`config.mk`:
```
export PLATFORM = sky130hd
export DESIGN_NAME = cache_fill_ctrl_flat
export DESIGN_NICKNAME = d
export VERILOG_FILES = /design/src/rtl/cache_defs.sv /design/src/rtl/cache_fill_ctrl_if.sv /design/src/rtl/fill_word_counter.sv /design/src/rtl/cache_fill_ctrl.sv /design/src/flat_wrapper.sv
export SDC_FILE = /design/constraint.sdc
export NUM_CORES = 1
export LEC_CHECK = 0
export BUFFER_PORTS_ARGS = -buffer_cell sky130_fd_sc_hd__buf_2
export CORE_MARGIN = 4
export CORE_UTILIZATION = 40
export CTS_BUF_LIST = sky130_fd_sc_hd__clkbuf_8
export DETAILED_ROUTE_END_ITERATION = 8
export PLACE_DENSITY = 0.72
export SKIP_CTS_REPAIR_TIMING = 1
export SLEW_MARGIN = 20
export SYNTH_ARGS = -nofsm -noshare
export SYNTH_HDL_FRONTEND = slang
export SYNTH_SLANG_ARGS = --single-unit
```
`constraint.sdc`:
```
create_clock -name clk -period 1.5 [get_ports clk]
set_clock_uncertainty 0.15 [all_clocks]
set_input_delay 0 -clock clk [delete_from_list [all_inputs] [get_ports clk]]
set_output_delay 0 -clock clk [all_outputs]
set_load 0.05 [all_outputs]
```
`src/rtl/cache_defs.sv`:
```
// Shared definitions for the cache miss handler: FSM encodings, default
// geometry and the block-alignment helper.
package cache_defs;

  localparam int DEF_ADDR_W = 16;
  localparam int DEF_DATA_W = 16;
  localparam int DEF_WORDS  = 8;

  localparam logic [1:0] ST_IDLE = 2'd0;
  localparam logic [1:0] ST_WB   = 2'd1;
  localparam logic [1:0] ST_FILL = 2'd2;

  // Number of low address bits cleared to reach a block base.
  function automatic int blk_lsb(input int data_w, input int words);
    return $clog2(data_w / 8) + $clog2(words);
  endfunction

endpackage

```
`src/rtl/cache_fill_ctrl_if.sv`:
```
// Miss-handler bus: tag-match request, data/tag array controls and the
// pipelined memory port. master = fill controller, slave = cache/memory side.
interface cache_fill_ctrl_if
  import cache_defs::*;
#(
  parameter int ADDR_W = DEF_ADDR_W,
  parameter int DATA_W = DEF_DATA_W,
  parameter int WORDS  = DEF_WORDS
);
  localparam int OFF_W = $clog2(WORDS);

  logic              miss_detected;
  logic [ADDR_W-1:0] miss_address;
  logic              victim_dirty;
  logic [ADDR_W-1:0] victim_address;
  logic [DATA_W-1:0] array_rdata;
  logic              memory_data_valid;
  logic              fsm_busy;
  logic [OFF_W-1:0]  array_word_sel;
  logic              write_data_array;
  logic              write_tag_array;
  logic [ADDR_W-1:0] mem_address;
  logic              mem_rd;
  logic              mem_wr;
  logic [DATA_W-1:0] mem_wdata;

  modport master (
    input  miss_detected, miss_address, victim_dirty, victim_address,
    input  array_rdata, memory_data_valid,
    output fsm_busy, array_word_sel, write_data_array, write_tag_array,
    output mem_address, mem_rd, mem_wr, mem_wdata
  );

  modport slave (
    output miss_detected, miss_address, victim_dirty, victim_address,
    output array_rdata, memory_data_valid,
    input  fsm_busy, array_word_sel, write_data_array, write_tag_array,
    input  mem_address, mem_rd, mem_wr, mem_wdata
  );

endinterface

```
`src/rtl/fill_word_counter.sv`:
```
// Word counter for block transfers: one extra bit so the issue side can saturate
// at WORDS; terminal flag marks the enabled step on word WORDS-1.
module fill_word_counter #(
  parameter  int WORDS = 8,
  localparam int CNT_W = $clog2(WORDS) + 1
) (
  input  logic             clk,
  input  logic             rst,
  input  logic             en,
  input  logic             clr,
  output logic [CNT_W-1:0] cnt,
  output logic             term
);

  logic [CNT_W-1:0] cnt_q;
  logic [CNT_W-1:0] cnt_d;

  always_comb begin
    cnt_d = cnt_q;
    if (clr) begin
      cnt_d = '0;
    end else if (en) begin
      cnt_d = cnt_q + CNT_W'(1);
    end
  end

  always_ff @(posedge clk) begin
    if (rst) begin
      cnt_q <= '0;
    end else begin
      cnt_q <= cnt_d;
    end
  end

  assign cnt  = cnt_q;
  assign term = en && (cnt_q == CNT_W'(WORDS - 1));

endmodule

```
`src/rtl/cache_fill_ctrl.sv`:
```
// Cache miss handler: optional dirty-victim writeback, then a pipelined block fill.
// One word per cycle each way; reads issue back to back, returns may be gapped.
module cache_fill_ctrl
  import cache_defs::*;
#(
  parameter int ADDR_W = DEF_ADDR_W,
  parameter int DATA_W = DEF_DATA_W,
  parameter int WORDS  = DEF_WORDS
) (
  input  logic               clk,
  input  logic               rst,
  cache_fill_ctrl_if.master  bus
);

  localparam int BYTE_OFF = $clog2(DATA_W / 8);
  localparam int OFF_W    = $clog2(WORDS);
  localparam int CNT_W    = OFF_W + 1;
  localparam int BLK_LSB  = blk_lsb(DATA_W, WORDS);
  localparam logic [ADDR_W-1:0] BLK_MASK = ~((ADDR_W'(1) << BLK_LSB) - ADDR_W'(1));

  logic [1:0]        state_q, state_d;
  logic [ADDR_W-1:0] miss_base_q, miss_base_d;
  logic [ADDR_W-1:0] victim_base_q, victim_base_d;

  logic             iss_en, iss_clr, iss_term;
  logic             ret_en, ret_clr, ret_term;
  logic [CNT_W-1:0] iss_cnt, ret_cnt;

  logic              busy, rd, wr, wda, wta;
  logic [OFF_W-1:0]  sel;
  logic [ADDR_W-1:0] addr;
  logic [DATA_W-1:0] wdata;
  logic [ADDR_W-1:0] iss_off;

  assign iss_off = ADDR_W'(iss_cnt[OFF_W-1:0]) << BYTE_OFF;

  always_comb begin
    state_d       = state_q;
    miss_base_d   = miss_base_q;
    victim_base_d = victim_base_q;
    iss_en  = 1'b0;
    iss_clr = 1'b0;
    ret_en  = 1'b0;
    ret_clr = 1'b0;
    busy    = 1'b0;
    rd      = 1'b0;
    wr      = 1'b0;
    wda     = 1'b0;
    wta     = 1'b0;
    sel     = '0;
    addr    = '0;
    wdata   = '0;
    case (state_q)
      ST_IDLE: begin
        if (bus.miss_detected) begin
          miss_base_d   = bus.miss_address & BLK_MASK;
          victim_base_d = bus.victim_address & BLK_MASK;
          iss_clr       = 1'b1;
          ret_clr       = 1'b1;
          state_d       = bus.victim_dirty ? ST_WB : ST_FILL;
        end
      end
      ST_WB: begin
        busy   = 1'b1;
        wr     = 1'b1;
        sel    = iss_cnt[OFF_W-1:0];
        addr   = victim_base_q | iss_off;
        wdata  = bus.array_rdata;
        iss_en = 1'b1;
        if (iss_term) begin
          iss_clr = 1'b1;
          state_d = ST_FILL;
        end
      end
      ST_FILL: begin
        busy = 1'b1;
        sel  = ret_cnt[OFF_W-1:0];
        // Issue side saturates at WORDS; the return side runs independently.
        if (!iss_cnt[OFF_W]) begin
          rd     = 1'b1;
          addr   = miss_base_q | iss_off;
          iss_en = 1'b1;
        end
        if (bus.memory_data_valid && !ret_cnt[OFF_W]) begin
          wda    = 1'b1;
          ret_en = 1'b1;
          if (ret_term) begin
            wta     = 1'b1;
            state_d = ST_IDLE;
          end
        end
      end
      default: state_d = ST_IDLE;
    endcase
  end

  always_ff @(posedge clk) begin
    if (rst) begin
      state_q       <= ST_IDLE;
      miss_base_q   <= '0;
      victim_base_q <= '0;
    end else begin
      state_q       <= state_d;
      miss_base_q   <= miss_base_d;
      victim_base_q <= victim_base_d;
    end
  end

  fill_word_counter #(.WORDS(WORDS)) u_iss (
    .clk (clk),
    .rst (rst),
    .en  (iss_en),
    .clr (iss_clr),
    .cnt (iss_cnt),
    .term(iss_term)
  );

  fill_word_counter #(.WORDS(WORDS)) u_ret (
    .clk (clk),
    .rst (rst),
    .en  (ret_en),
    .clr (ret_clr),
    .cnt (ret_cnt),
    .term(ret_term)
  );

  assign bus.fsm_busy         = busy;
  assign bus.array_word_sel   = sel;
  assign bus.write_data_array = wda;
  assign bus.write_tag_array  = wta;
  assign bus.mem_address      = addr;
  assign bus.mem_rd           = rd;
  assign bus.mem_wr           = wr;
  assign bus.mem_wdata        = wdata;

endmodule

```
`src/flat_wrapper.sv`:
```
// flat-port wrapper written by rule: the top's interface ports become plain ports
module cache_fill_ctrl_flat import cache_defs::*;
#(
  parameter int ADDR_W = DEF_ADDR_W,
  parameter int DATA_W = DEF_DATA_W,
  parameter int WORDS  = DEF_WORDS
)
  (clk, rst, bus_miss_detected, bus_miss_address, bus_victim_dirty, bus_victim_address, bus_array_rdata, bus_memory_data_valid, bus_fsm_busy, bus_array_word_sel, bus_write_data_array, bus_write_tag_array, bus_mem_address, bus_mem_rd, bus_mem_wr, bus_mem_wdata);
  cache_fill_ctrl_if #(.ADDR_W(ADDR_W), .DATA_W(DATA_W), .WORDS(WORDS)) bus_i ();
  input  logic clk;
  input  logic rst;
  input wire logic [$bits(bus_i.miss_detected)-1:0] bus_miss_detected;
  input wire logic [$bits(bus_i.miss_address)-1:0] bus_miss_address;
  input wire logic [$bits(bus_i.victim_dirty)-1:0] bus_victim_dirty;
  input wire logic [$bits(bus_i.victim_address)-1:0] bus_victim_address;
  input wire logic [$bits(bus_i.array_rdata)-1:0] bus_array_rdata;
  input wire logic [$bits(bus_i.memory_data_valid)-1:0] bus_memory_data_valid;
  output wire logic [$bits(bus_i.fsm_busy)-1:0] bus_fsm_busy;
  output wire logic [$bits(bus_i.array_word_sel)-1:0] bus_array_word_sel;
  output wire logic [$bits(bus_i.write_data_array)-1:0] bus_write_data_array;
  output wire logic [$bits(bus_i.write_tag_array)-1:0] bus_write_tag_array;
  output wire logic [$bits(bus_i.mem_address)-1:0] bus_mem_address;
  output wire logic [$bits(bus_i.mem_rd)-1:0] bus_mem_rd;
  output wire logic [$bits(bus_i.mem_wr)-1:0] bus_mem_wr;
  output wire logic [$bits(bus_i.mem_wdata)-1:0] bus_mem_wdata;
  assign bus_i.miss_detected = bus_miss_detected;
  assign bus_i.miss_address = bus_miss_address;
  assign bus_i.victim_dirty = bus_victim_dirty;
  assign bus_i.victim_address = bus_victim_address;
  assign bus_i.array_rdata = bus_array_rdata;
  assign bus_i.memory_data_valid = bus_memory_data_valid;
  assign bus_fsm_busy = bus_i.fsm_busy;
  assign bus_array_word_sel = bus_i.array_word_sel;
  assign bus_write_data_array = bus_i.write_data_array;
  assign bus_write_tag_array = bus_i.write_tag_array;
  assign bus_mem_address = bus_i.mem_address;
  assign bus_mem_rd = bus_i.mem_rd;
  assign bus_mem_wr = bus_i.mem_wr;
  assign bus_mem_wdata = bus_i.mem_wdata;
  cache_fill_ctrl #(.ADDR_W(ADDR_W), .DATA_W(DATA_W), .WORDS(WORDS)) u_core (.clk(clk), .rst(rst), .bus(bus_i));
endmodule
```
Yosys cells after proc, flatten, opt, wreduce, memory -nomap -nowiden
Index checks and enable logic that the tools add are counted.
Widths: inputs -> output; s select.
- output and inout bits: 40
- logic and storage cells: 51
- flip-flop bits (word level): 34
- bits of input ports: 53
- equality and inequality tests: 8
- $add $sub $neg: 2
- bitwise logic cells: 2
- mux-type cells: 24
- reduce and logical (&&, ||, !) cells: 10
- operator list (cell ; number):
    $mux 16 ; 2
    $or 16x4->16 ; 2
    $pmux 16 s2 ; 1
    $mux 1 ; 12
    $mux 2 ; 5
    $add 4x1->4 const B ; 2
    $eq 4x3->1 const B ; 2
    $ne 2x1->1 const B ; 3
    $pmux 2 s3 ; 1
    $pmux 3 s2 ; 1
    $reduce_or 2->1 ; 3
    $pmux 1 s2 ; 2
    $reduce_and 4->1 ; 1
    $logic_and 1x1->1 ; 3
    $eq 2x1->1 const B ; 1
    $eq 2x2->1 const B ; 1
    $logic_not 2->1 ; 1
    $ne 2x2->1 const B ; 1
    $reduce_and 2->1 ; 1
    $logic_not 1->1 ; 1

Logic depth before layout (Yosys ltp)
Gate-level depths: netlist of the first run.
- depth after elaboration: 8
- gate-level depth with buffers: 7
- mapped depth without buffers: 6

By module
A second synthesis of the first run with hierarchy kept.
- cells, all modules: 233
- area total of the unflattened synthesis: 1935.6 um2
- by module, submodules not included (module ; cells an instance ; sequential area each (um2) ; instances ; area an instance (um2)):
    cache_fill_ctrl ; 197 ; 520.5 ; 1 ; 1490.2
    fill_word_counter ; 18 ; 80.1 ; 2 ; 222.7

Least setup slack after synthesis of the first run
Ideal clock, no wire load.
- path kind: flip-flop to output port
- start: register u_core.state_q[1]
- end: output bus_array_word_sel[2]
- setup slack: -1.084 ns
- stages on the path, launching flop included: 5
- data arrival time: 2.434 ns
- cells stage by stage: dfxtp_1 > inv_1 > ha_1 > clkbuf_1 > a21boi_0
- cells in the longest elaborated chain, start to end: 2
- elaborated cells between the ends (all ways): 3
- those cells by class: eq/ne: 2; mux: 1
- ends and longest elaborated chain (element ; RTL line ; text):
    start: declaration ; cache_fill_ctrl.sv:21 ; logic [1:0] state_q, state_d;
    start signal: assignment ; cache_fill_ctrl.sv:103 ; state_q <= state_d;
    $eq 2x2->1 or $eq 2x1->1 (tied branches) ; cache_fill_ctrl.sv:53 ; case (state_q)
    $pmux 3 s2 (*) ; cache_fill_ctrl.sv:53 ;
    end: declaration ; flat_wrapper.sv:19 ; output wire logic [$bits(bus_i.array_word_sel)-1:0] bus_array_word_sel;
Mark *: on every way between the ends. The rest lies on a longest branch, timed or not.

Worst setup path after layout of the first run
- start: register u_core.state_q[0]
- end: output bus_mem_address[4]
- cells in the longest elaborated chain, start to end: 2
- elaborated cells between the ends (all ways): 3
- those cells by class: eq/ne: 2; mux: 1
- ends and longest elaborated chain (element ; RTL line ; text):
    $eq 2x2->1 or $eq 2x1->1 (tied branches) ; cache_fill_ctrl.sv:53 ;
    $pmux 16 s2 (*) ; cache_fill_ctrl.sv:53 ;
    end: declaration ; flat_wrapper.sv:22 ; output wire logic [$bits(bus_i.mem_address)-1:0] bus_mem_address;
Marked as above.

==> results of run 1 <==
[metal layers]
metal  part of all wire, %  global-route usage (%)  vias to the layer above
li1                      -                       -                     1004
met4                   1.3                    3.95                        0
met1                    35                    19.1                     1016
met3                   8.8                    5.21                       10
met5                     0                       0                        -
met2                    55                    29.5                      102
[power groups by stage]
stage          sequential (W)  clock [W]  combinational (W)
3_5_place_dp          0.00119          0            0.00277
4_1_cts               0.00117    0.00107            0.00278
5_1_grt               0.00122    0.00110            0.00408
2_1_floorplan         0.00117          0            0.00222
3_3_place_gp          0.00118          0            0.00273
6_report              0.00121    0.00107            0.00388
[worst register-to-register path: stages, from the launching register on]
cell and delay, ns:
dfxtp_4 0.37, buf_12 0.13, ha_4 0.19, buf_12 0.16, buf_4 0.13, o211ai_1 0.19, xor2_1 0.18, nor2_1 0.07
[placed cells by master, fill, tap and decap left out, types with 3 or more instances in the layout]
cell type	Yosys	routed
and2_1	17	4
buf_12	0	5
buf_6	1	24
ha_4	0	4
a21oi_1	25	25
buf_4	3	11
buf_2	5	44
nor2_4	0	4
inv_1	7	4
nor2b_4	0	15
nand2_1	54	52
buf_8	0	24
mux2i_1	3	3
dlygate4sd3_1	0	26
dfxtp_1	34	32
a22oi_2	0	13
and2_4	0	13
clkbuf_8	0	6
nor2_1	9	5
nor3_1	4	3
[per-stage QoR]
stage	setup WS [ns]	utilization (%)	hold WS, ns
after floorplan	-0.103	-	-0.0140
after global placement	-0.0676	58.8	0.0926
after detailed placement	-0.0962	58.8	0.0961
after CTS	-0.419	62.0	-0.213
after global routing	-0.318	82.6	0.0182
final	-0.266	82.6	-0.0157
[final cells by class]
type | count | area [um^2] | share of cell area, %
inverter | 7 | 36.3 | 1.01
sequential | 34 | 688 | 19.1
clock buffer | 6 | 82.6 | 2.29
clock inverter | 2 | 60.1 | 1.67
tap | 52 | 65.1 | 1.81
multi-input combinational | 170 | 1350 | 37.4
timing repair buffer | 135 | 1320 | 36.6
[state kept, by name (all words and copies together) (netlist names)]
signal	cells
u_core.miss_base_q	12
u_core.victim_base_q	12
u_core.u_iss.cnt	4
u_core.u_ret.cnt	4
u_core.state_q	2
[cells by family after synthesis]
kind of cell	Yosys count
AND/OR/NAND/NOR	106
AO/OA/AOI/OAI	49
flip-flops	34
buffers and inverters	24
adder cells (fa/ha/maj)	6
XOR/XNOR	5
multiplexers	3
other	1
[worst paths after layout]
check	to	from	depth (start not counted)	slack, ns
setup / recovery	bus_mem_address[4]	u_core.state_q[0]	8	-0.27
hold reg to reg	u_core.victim_base_q[13]	u_core.victim_base_q[13]	2	0.32
hold / removal	u_core.state_q[1]	bus_miss_detected	4	-0.02
setup reg to reg	u_core.u_iss.cnt[3]	u_core.state_q[0]	7	-0.15
==> key figures, run 1 <==
Job
  • MaxCap Viol Count: 0

Global route
  • Gr ovfl total: 0
  • Overall Global Routing Usage: 16.5%
  • Initial antenna violation count: 0
  • Vias in the first global route: ~1600
  • Pin count of the biggest net entering global routing: 29
  • First-pass GRT wire length: 7200 um

Final layout
  • Layout area overhead: 100%
  • Share of cells above drive strength 1: 52.3%
  • NumNets Final: 412
  • Ant. Diodes: 0
  • Fill count: 234
  • Cell Count, Final, Fillers Out: 406
  • Final design instance area without fill: 3600 um^2

Logic synthesis
  • Post-synth top area cell: dfxtp_1
  • Synth warn: 0
  • EDFF count, synth: 0
  • #FFs+latches synth: 34
  • Adder-cell area share of the yosys netlist: 4.18%
  • Compound-Gate Fraction of Synth Area: 18.4%
  • Sequential share of the synthesized area: between 30% and 40%
  • Post-Syn Area: 1800 um^2
  • Most numerous cell in the Yosys netlist: nand2_1
  • Largest family of logic cells by synthesized area: simple AND/OR/NAND/NOR gates
  • Synth Flop Type: dfxtp_1
  • XOR/XNOR Fraction of Synth Area: 2.44%
  • Mux contribution to synthesized area: 1.67%
  • Yosys top cell area share: 37.9%
  • Post-synthesis simple-gate area fraction: 28.9%
  • Ranking of synthesized cells by area: dfxtp_1 38%, nand2_1 11%, a21oi_1 7.0%
  • Top cells by count, synth: 54 x nand2_1, 34 x dfxtp_1, 25 x a21oi_1
  • Post-synth cell types: 33
  • Mapped Cells: between 200 and 250
  • Post-Syn Nets: 287
  • Per-instance average area after synthesis: 7.89 um^2
  • FFs w/ async S/R, synth: 0%

Power
  • Total power: about 0.0062 W
  • Pint: 0.00369 W
  • Comb pwr share: 63.0%
  • VDD IR max: 0.939 mV
  • Cell Pwr Density: 1710 nW/um^2
  • Leak: 1.47 nW
  • Switching power: between 0.002 and 0.0025 W
  • Clock share of power: 17.3%
  • Switching share of power: 40.1%
  • Sequential power share: 19.7%

Worst setup path
  • CP Class: reg -> out
  • CP Capture Type: output port
  • CP delay by family, top: buffers and inverters
  • Crit path buf inv count: 4
  • CP max-delay cell: dfxtp_4
  • Arrival time at the worst endpoint: roughly 1.6 ns
  • Max incr delay on CP: 0.37 ns
  • CP startpoint kind: flop
  • Data required, critical path: 1.35 ns
  • CP cell instances: inv_6 -> ha_4 -> inv_4 -> nor2_4 -> buf_6 -> a22oi_2 -> nor2b_4 -> buf_8
  • CP max FO: 6

Die
  • Chip height: 75.0 um
  • Number of top-level pins: 93
  • Starting Density: 41.3%
  • Die Wd: between 70 and 80 um
  • Core ar.: 4350 um^2
  • Std-Cell Rows: 24
  • Full die area: 5630 um^2

Clocking
  • CTS root buf: clkbuf_8
  • CTS Sinks: 34
  • CTS clk-pin slew, worst paths: 0.08 ns
  • CTS Buf Count: 5
  • H-tree depth: 2
  • Worst skew pair latency: 0.30 ns
  • Clk buf depth: 2
  • CTS tree: yes

STA
  • Period utilisation layout: 118%
  • Minimum clock period: 1.77 ns
  • Final setup violation count: 45
  • Slew Limit Fails: 0
  • Fin Setup TNS: -6.48 ns
  • Fin Hold WS: -0.0157 ns
  • F_max: 566 MHz
  • Final worst-path setup slack: -0.266 ns
  • Final Hold Viols: 1
  • RSZ-0062 raised after global routing: yes

Drt
  • Starting DRT DRC Count: 122
  • Via density: 5.25
  • Final WL: 6760 um
  • Antenna-violating nets left: 0
  • DRT Pass-1 Iters: 4
  • DRC Markers: 0
  • Via count: 2132
  • WL/cell: 16.6 um

Place
  • Buffers added on ports: 83
  • Gpl congestion: 0.814
  • Placed insts: 364
  • DP Area: approximately 2600 um^2
  • Final HPWL DP: 3650 um

Status
  • Status: finished, violations left
  • Failing checks: hold timing, setup timing

Hold path
  • Worst Hold Class: in -> reg
Note: power is estimated with default switching activity, not from simulation.
==> run 2: changes to the inputs <==
==> constraint.sdc (replaced) <==
create_clock -name clk -period 1.5 [get_ports clk]
set_clock_uncertainty 0.15 [all_clocks]
set_input_delay 0.3 -clock clk [delete_from_list [all_inputs] [get_ports clk]]
set_output_delay 0.3 -clock clk [all_outputs]
set_load 0.05 [all_outputs]
==> key figures, run 2 (same netlist as run 1, synthesis figures left out) <==
Worst setup path
  • CP startpoint kind: flop
  • CP max FO: 16
  • CP Class: reg -> out
  • Arrival time at the worst endpoint: 1.67 ns
  • Data required, critical path: around 1.1 ns
  • CP Capture Type: output port

STA
  • Minimum clock period: between 2 and 2.5 ns
  • Period utilisation layout: 141%
  • Final Hold Viols: 0
  • F_max: 472 MHz
  • RSZ-0062 raised after global routing: yes
  • Final setup violation count: between 50 and 60
  • Slew Limit Fails: 0
  • Final worst-path setup slack: -0.618 ns

Die
  • Starting Density: 41.3%
  • Core ar.: 4350 um^2
  • Die Wd: 75.0 um
  • Full die area: 5630 um^2
  • Chip height: 75.0 um
  • Number of top-level pins: 93
  • Std-Cell Rows: 24

Status
  • Failing checks: setup timing
  • Status: finished, violations left

Drt
  • DRT Pass-1 Iters: 4
  • WL/cell: 15.3 um
  • Via count: between 1500 and 2000
  • Starting DRT DRC Count: 125
  • Via density: 5.05
  • DRC Markers: 0
  • Final WL: 6040 um
  • Antenna-violating nets left: 0

Clocking
  • CTS root buf: clkbuf_8
  • Worst skew pair latency: 0.29 ns
  • CTS Sinks: 34
  • H-tree depth: 2
  • CTS tree: yes
  • CTS clk-pin slew, worst paths: about 0.08 ns
  • CTS Buf Count: 5
  • Clk buf depth: 2

Final layout
  • Multi-input gate area in the final layout: roughly 1300 um^2
  • Final design instance area without fill: 3190 um^2
  • Ant. Diodes: 0
  • Layout area overhead: 77.6%
  • Largest regs: u_core.miss_base_q: 12 flops, u_core.victim_base_q: 12 flops
  • NumNets Final: 401
  • Fill count: 294
  • Most frequent cells in the layout: 53 x nand2_1, 44 x buf_2, 32 x dfxtp_1
  • Commonest non-fill, non-tap cell in the layout: nand2_1
  • Sequential Area: ~680 um^2
  • Share of cells above drive strength 1: just under 60%

Power
  • VDD IR max: 0.896 mV
  • Leak: 1.36 nW
  • Cell Pwr Density: 1730 nW/um^2

Place
  • DP Area: approximately 2700 um^2
  • Final HPWL DP: 3900 um
  • Gpl congestion: 0.777
  • Buffers added on ports: a little over 80
  • Pre-CTS WS: -0.353 ns

Global route
  • First-pass GRT wire length: 7290 um
  • Pin count of the biggest net entering global routing: 24
  • Overall Global Routing Usage: between 15 and 20%
  • Initial antenna violation count: 0
  • Gr ovfl total: 0
  • Vias in the first global route: 1733

Hold path
  • Worst Hold Class: in -> reg

Job
  • MaxCap Viol Count: 0
[run 2: metal layers]
layer	routed length [um]	track usage, %	part of all wire (%)
met1	2320	19.2	38
met2	3040	31.0	50
met3	560	4.41	9.3
met4	118	7.11	2.0
met5	0	0	0
[run 2: worst paths after layout]
kind              slack [ns]  depth (start not counted)                   start                     end
hold reg to reg         0.31                          2  u_core.miss_base_q[14]  u_core.miss_base_q[14]
hold / removal           0.1                          3     bus_miss_address[4]   u_core.miss_base_q[4]
setup / recovery       -0.62                          6       u_core.state_q[1]      bus_mem_address[8]
setup reg to reg       -0.38                          8       u_core.state_q[0]       u_core.state_q[1]
[run 2: area by class of cell]
class | count | share of cell area (%)
inverter | 7 | 0.823
tap | 52 | 2.04
clock buffer | 6 | 2.59
clock inverter | 2 | 0.392
multi-input combinational | 170 | 41.6
sequential | 34 | 21.4
timing repair buffer | 124 | 31.2
[run 2: worst max-delay path, cell delays in order (launching register included)]
cell and delay, ns:
dfxtp_2 0.40, inv_2 0.09, ha_4 0.24, buf_4 0.17, a22oi_2 0.26, nor2b_4 0.06, buf_6 0.15
[run 2: per-stage QoR]
stage	utilization (%)	TNS [ns]	cells	power (W)	hold WS [ns]
6_report	73.3	-24.42	395	0.00552	0.0983
5_1_grt	73.3	-26.80	395	0.00577	0.0953
4_1_cts	63.4	-28.25	386	0.00475	0.0903
3_5_place_dp	61.2	-14.87	378	0.00403	0.296
3_3_place_gp	61.2	-13.76	378	0.00400	0.292
2_1_floorplan	-	-8.54	228	0.00339	0.286
[run 2: report_power, final]
group / leakage (nW) / internal, W / total [W] / switching, W
registers: 0.279 / 0.00105 / 0.00117 / 0.000119
clock network: 0.0472 / 0.000369 / 0.000715 / 0.000347
logic: 1.03 / 0.00174 / 0.00363 / 0.00189
total: 1.36 / 0.00317 / 0.00552 / 0.00235
==> run 3: changes to the inputs <==
==> constraint.sdc (replaced) <==
create_clock -name clk -period 1.82 [get_ports clk]
set_clock_uncertainty 0.15 [all_clocks]
set_input_delay 0.364 -clock clk [delete_from_list [all_inputs] [get_ports clk]]
set_output_delay 0.364 -clock clk [all_outputs]
set_load 0.05 [all_outputs]
==> key figures, run 3 (same netlist as run 1, synthesis figures left out) <==
Global route
  • Initial antenna violation count: 0
  • Vias in the first global route: between 1500 and 2000
  • Overall Global Routing Usage: 16.6%
  • Gr ovfl total: 0
  • Pin count of the biggest net entering global routing: 29
  • First-pass GRT wire length: 7040 um

STA
  • Minimum clock period: around 2.1 ns
  • Final Hold Viols: 0
  • Final worst-path setup slack: -0.251 ns
  • Final setup violation count: 40
  • F_max: 483 MHz
  • Fin Setup TNS: -8.17 ns
  • Fin Hold WS: 0.165 ns
  • Slew Limit Fails: 0
  • RSZ-0062 raised after global routing: yes
  • Period utilisation layout: 114%

Die
  • Core ar.: 4350 um^2
  • Std-Cell Rows: 24
  • Number of top-level pins: 93
  • Full die area: 5630 um^2
  • Die Wd: 75.0 um
  • Starting Density: 41.3%
  • Chip height: about 75 um

Final layout
  • Largest regs: u_core.miss_base_q: 12 flops, u_core.victim_base_q: 12 flops
  • Most frequent cells in the layout: 52 x nand2_1, 44 x buf_2, 32 x dfxtp_1
  • NumNets Final: 387
  • Fin util: between 60 and 70%
  • Cell Count, Final, Fillers Out: 380
  • Fill count: about 340
  • Layout area overhead: 69.5%
  • Share of cells above drive strength 1: 54.6%
  • Final design instance area without fill: 3050 um^2
  • Ant. Diodes: 0
  • Commonest non-fill, non-tap cell in the layout: nand2_1

Clocking
  • Clk buf depth: 2
  • H-tree depth: 2
  • CTS clk-pin slew, worst paths: 0.07 ns
  • CTS Buf Count: 5
  • Worst skew pair latency: 0.28 ns
  • CTS root buf: clkbuf_8
  • CTS tree: yes
  • CTS Sinks: 34

Status
  • Failing checks: setup timing
  • Status: finished, violations left

Worst setup path
  • Crit Reg-Reg Endpoint: u_core.state_q[0]
  • CP Capture Type: output port
  • CP delay by family, top: buffers and inverters
  • CP Class: reg -> out
  • Crit path buf inv count: 4
  • CP max FO: 8
  • Data required, critical path: 1.31 ns
  • Max incr delay on CP: 0.33 ns
  • Arrival time at the worst endpoint: 1.56 ns
  • Reg2reg start: u_core.state_q[0]
  • Flop2flop setup slack: -0.01 ns
  • CP max-delay cell: dfxtp_2
  • CP cell instances: inv_2 -> ha_4 -> inv_4 -> nor2_4 -> buf_8 -> a22oi_2 -> nor2b_4 -> buf_8
  • FF-to-FF path depth: 9
  • CP startpoint kind: flop
  • Most common cell on crit path: buf_8
  • CP Depth: 8

Drt
  • DRT Pass-1 Iters: 4
  • WL/cell: 14.0 um
  • Via count: between 1500 and 2000
  • DRC Markers: 0
  • Starting DRT DRC Count: 55
  • Via density: 5.00
  • Final WL: 5310 um
  • Antenna-violating nets left: 0

Place
  • Gpl congestion: ~0.89
  • Final HPWL DP: 3520 um
  • Buffers added on ports: slightly above 80
  • DP Area: between 2000 and 3000 um^2
  • Placed insts: 366

Power
  • Pint: 0.00240 W
  • Sequential power share: 23.0%
  • Leak: 1.26 nW
  • Cell Pwr Density: 1390 nW/um^2
  • Switching power: 0.00182 W
  • Comb pwr share: 64.7%
  • Switching share of power: between 40% and 50%
  • VDD IR max: 0.559 mV
  • Clock share of power: approximately an eighth

Job
  • MaxCap Viol Count: 0

Hold path
  • Hold Path Sink: u_core.miss_base_q[6]
  • Hold path depth: 3
  • HP Start: bus_miss_address[6]
  • Worst Hold Class: in -> reg
-- run 3: cell types whose count changed in the layout (fill, tap and decap cells not counted), sizes merged --
cell,before,now
inv,7,8
clkinv,1,0
buf,108,93
-- run 3: worst max path at each step --
| stage | slack (ns) | to | startpoint |
|---|---|---|---|
| 2_1_floorplan | -0.11 | bus_mem_address[11] | u_core.state_q[0] |
| 3_3_place_gp | -0.11 | bus_mem_address[14] | u_core.state_q[0] |
| 3_5_place_dp | -0.10 | bus_mem_address[14] | u_core.state_q[0] |
| 4_1_cts | -0.43 | bus_mem_address[14] | u_core.state_q[0] |
| 5_1_grt | -0.35 | bus_mem_address[9] | u_core.state_q[0] |
| 6_report | -0.25 | bus_mem_address[9] | u_core.state_q[0] |
-- run 3: cell type report --
cell class	count	area, um^2	share of cell area [%]
flip-flops and latches	34	686	22.5
clock inverters	2	11.3	0.370
clock buffers	5	68.8	2.26
repair buffers	110	872	28.6
inverters	7	28.8	0.945
multi-input cells	170	1320	43.2
well taps	52	65.1	2.14
-- run 3: layer usage --
| metal | global-route usage [%] | part of all wire [%] | wire [um] | up-vias |
|---|---|---|---|---|
| met5 | 0 | 0 | 0 | - |
| met4 | 6.52 | 1.4 | 75 | 0 |
| met3 | 5.34 | 9.6 | 508 | 6 |
| met2 | 29.5 | 51 | 2690 | 79 |
| met1 | 18.1 | 38 | 2040 | 863 |
| li1 | - | - | - | 952 |
-- run 3: through the flow --
step                worst slack [ns]  power (W)
finish                        -0.251    0.00422
global route                  -0.346    0.00447
CTS                           -0.426    0.00371
detailed placement            -0.100    0.00319
global placement              -0.109    0.00316
floorplan                     -0.111    0.00273
-- run 3: tightest hold or removal path, cell delays in order --
cell and delay (ns):
buf_2 0.10, nand2_1 0.04, a21oi_1 0.05
-- run 3: power by group through the flow --
stage,logic (W),clock network [W],registers [W]
global route,0.00291,0.000576,0.000983
floorplan,0.00178,0,0.000941
global placement,0.00222,0,0.000948
detailed placement,0.00224,0,0.000953
CTS,0.00224,0.000534,0.000936
finish,0.00273,0.000521,0.000970
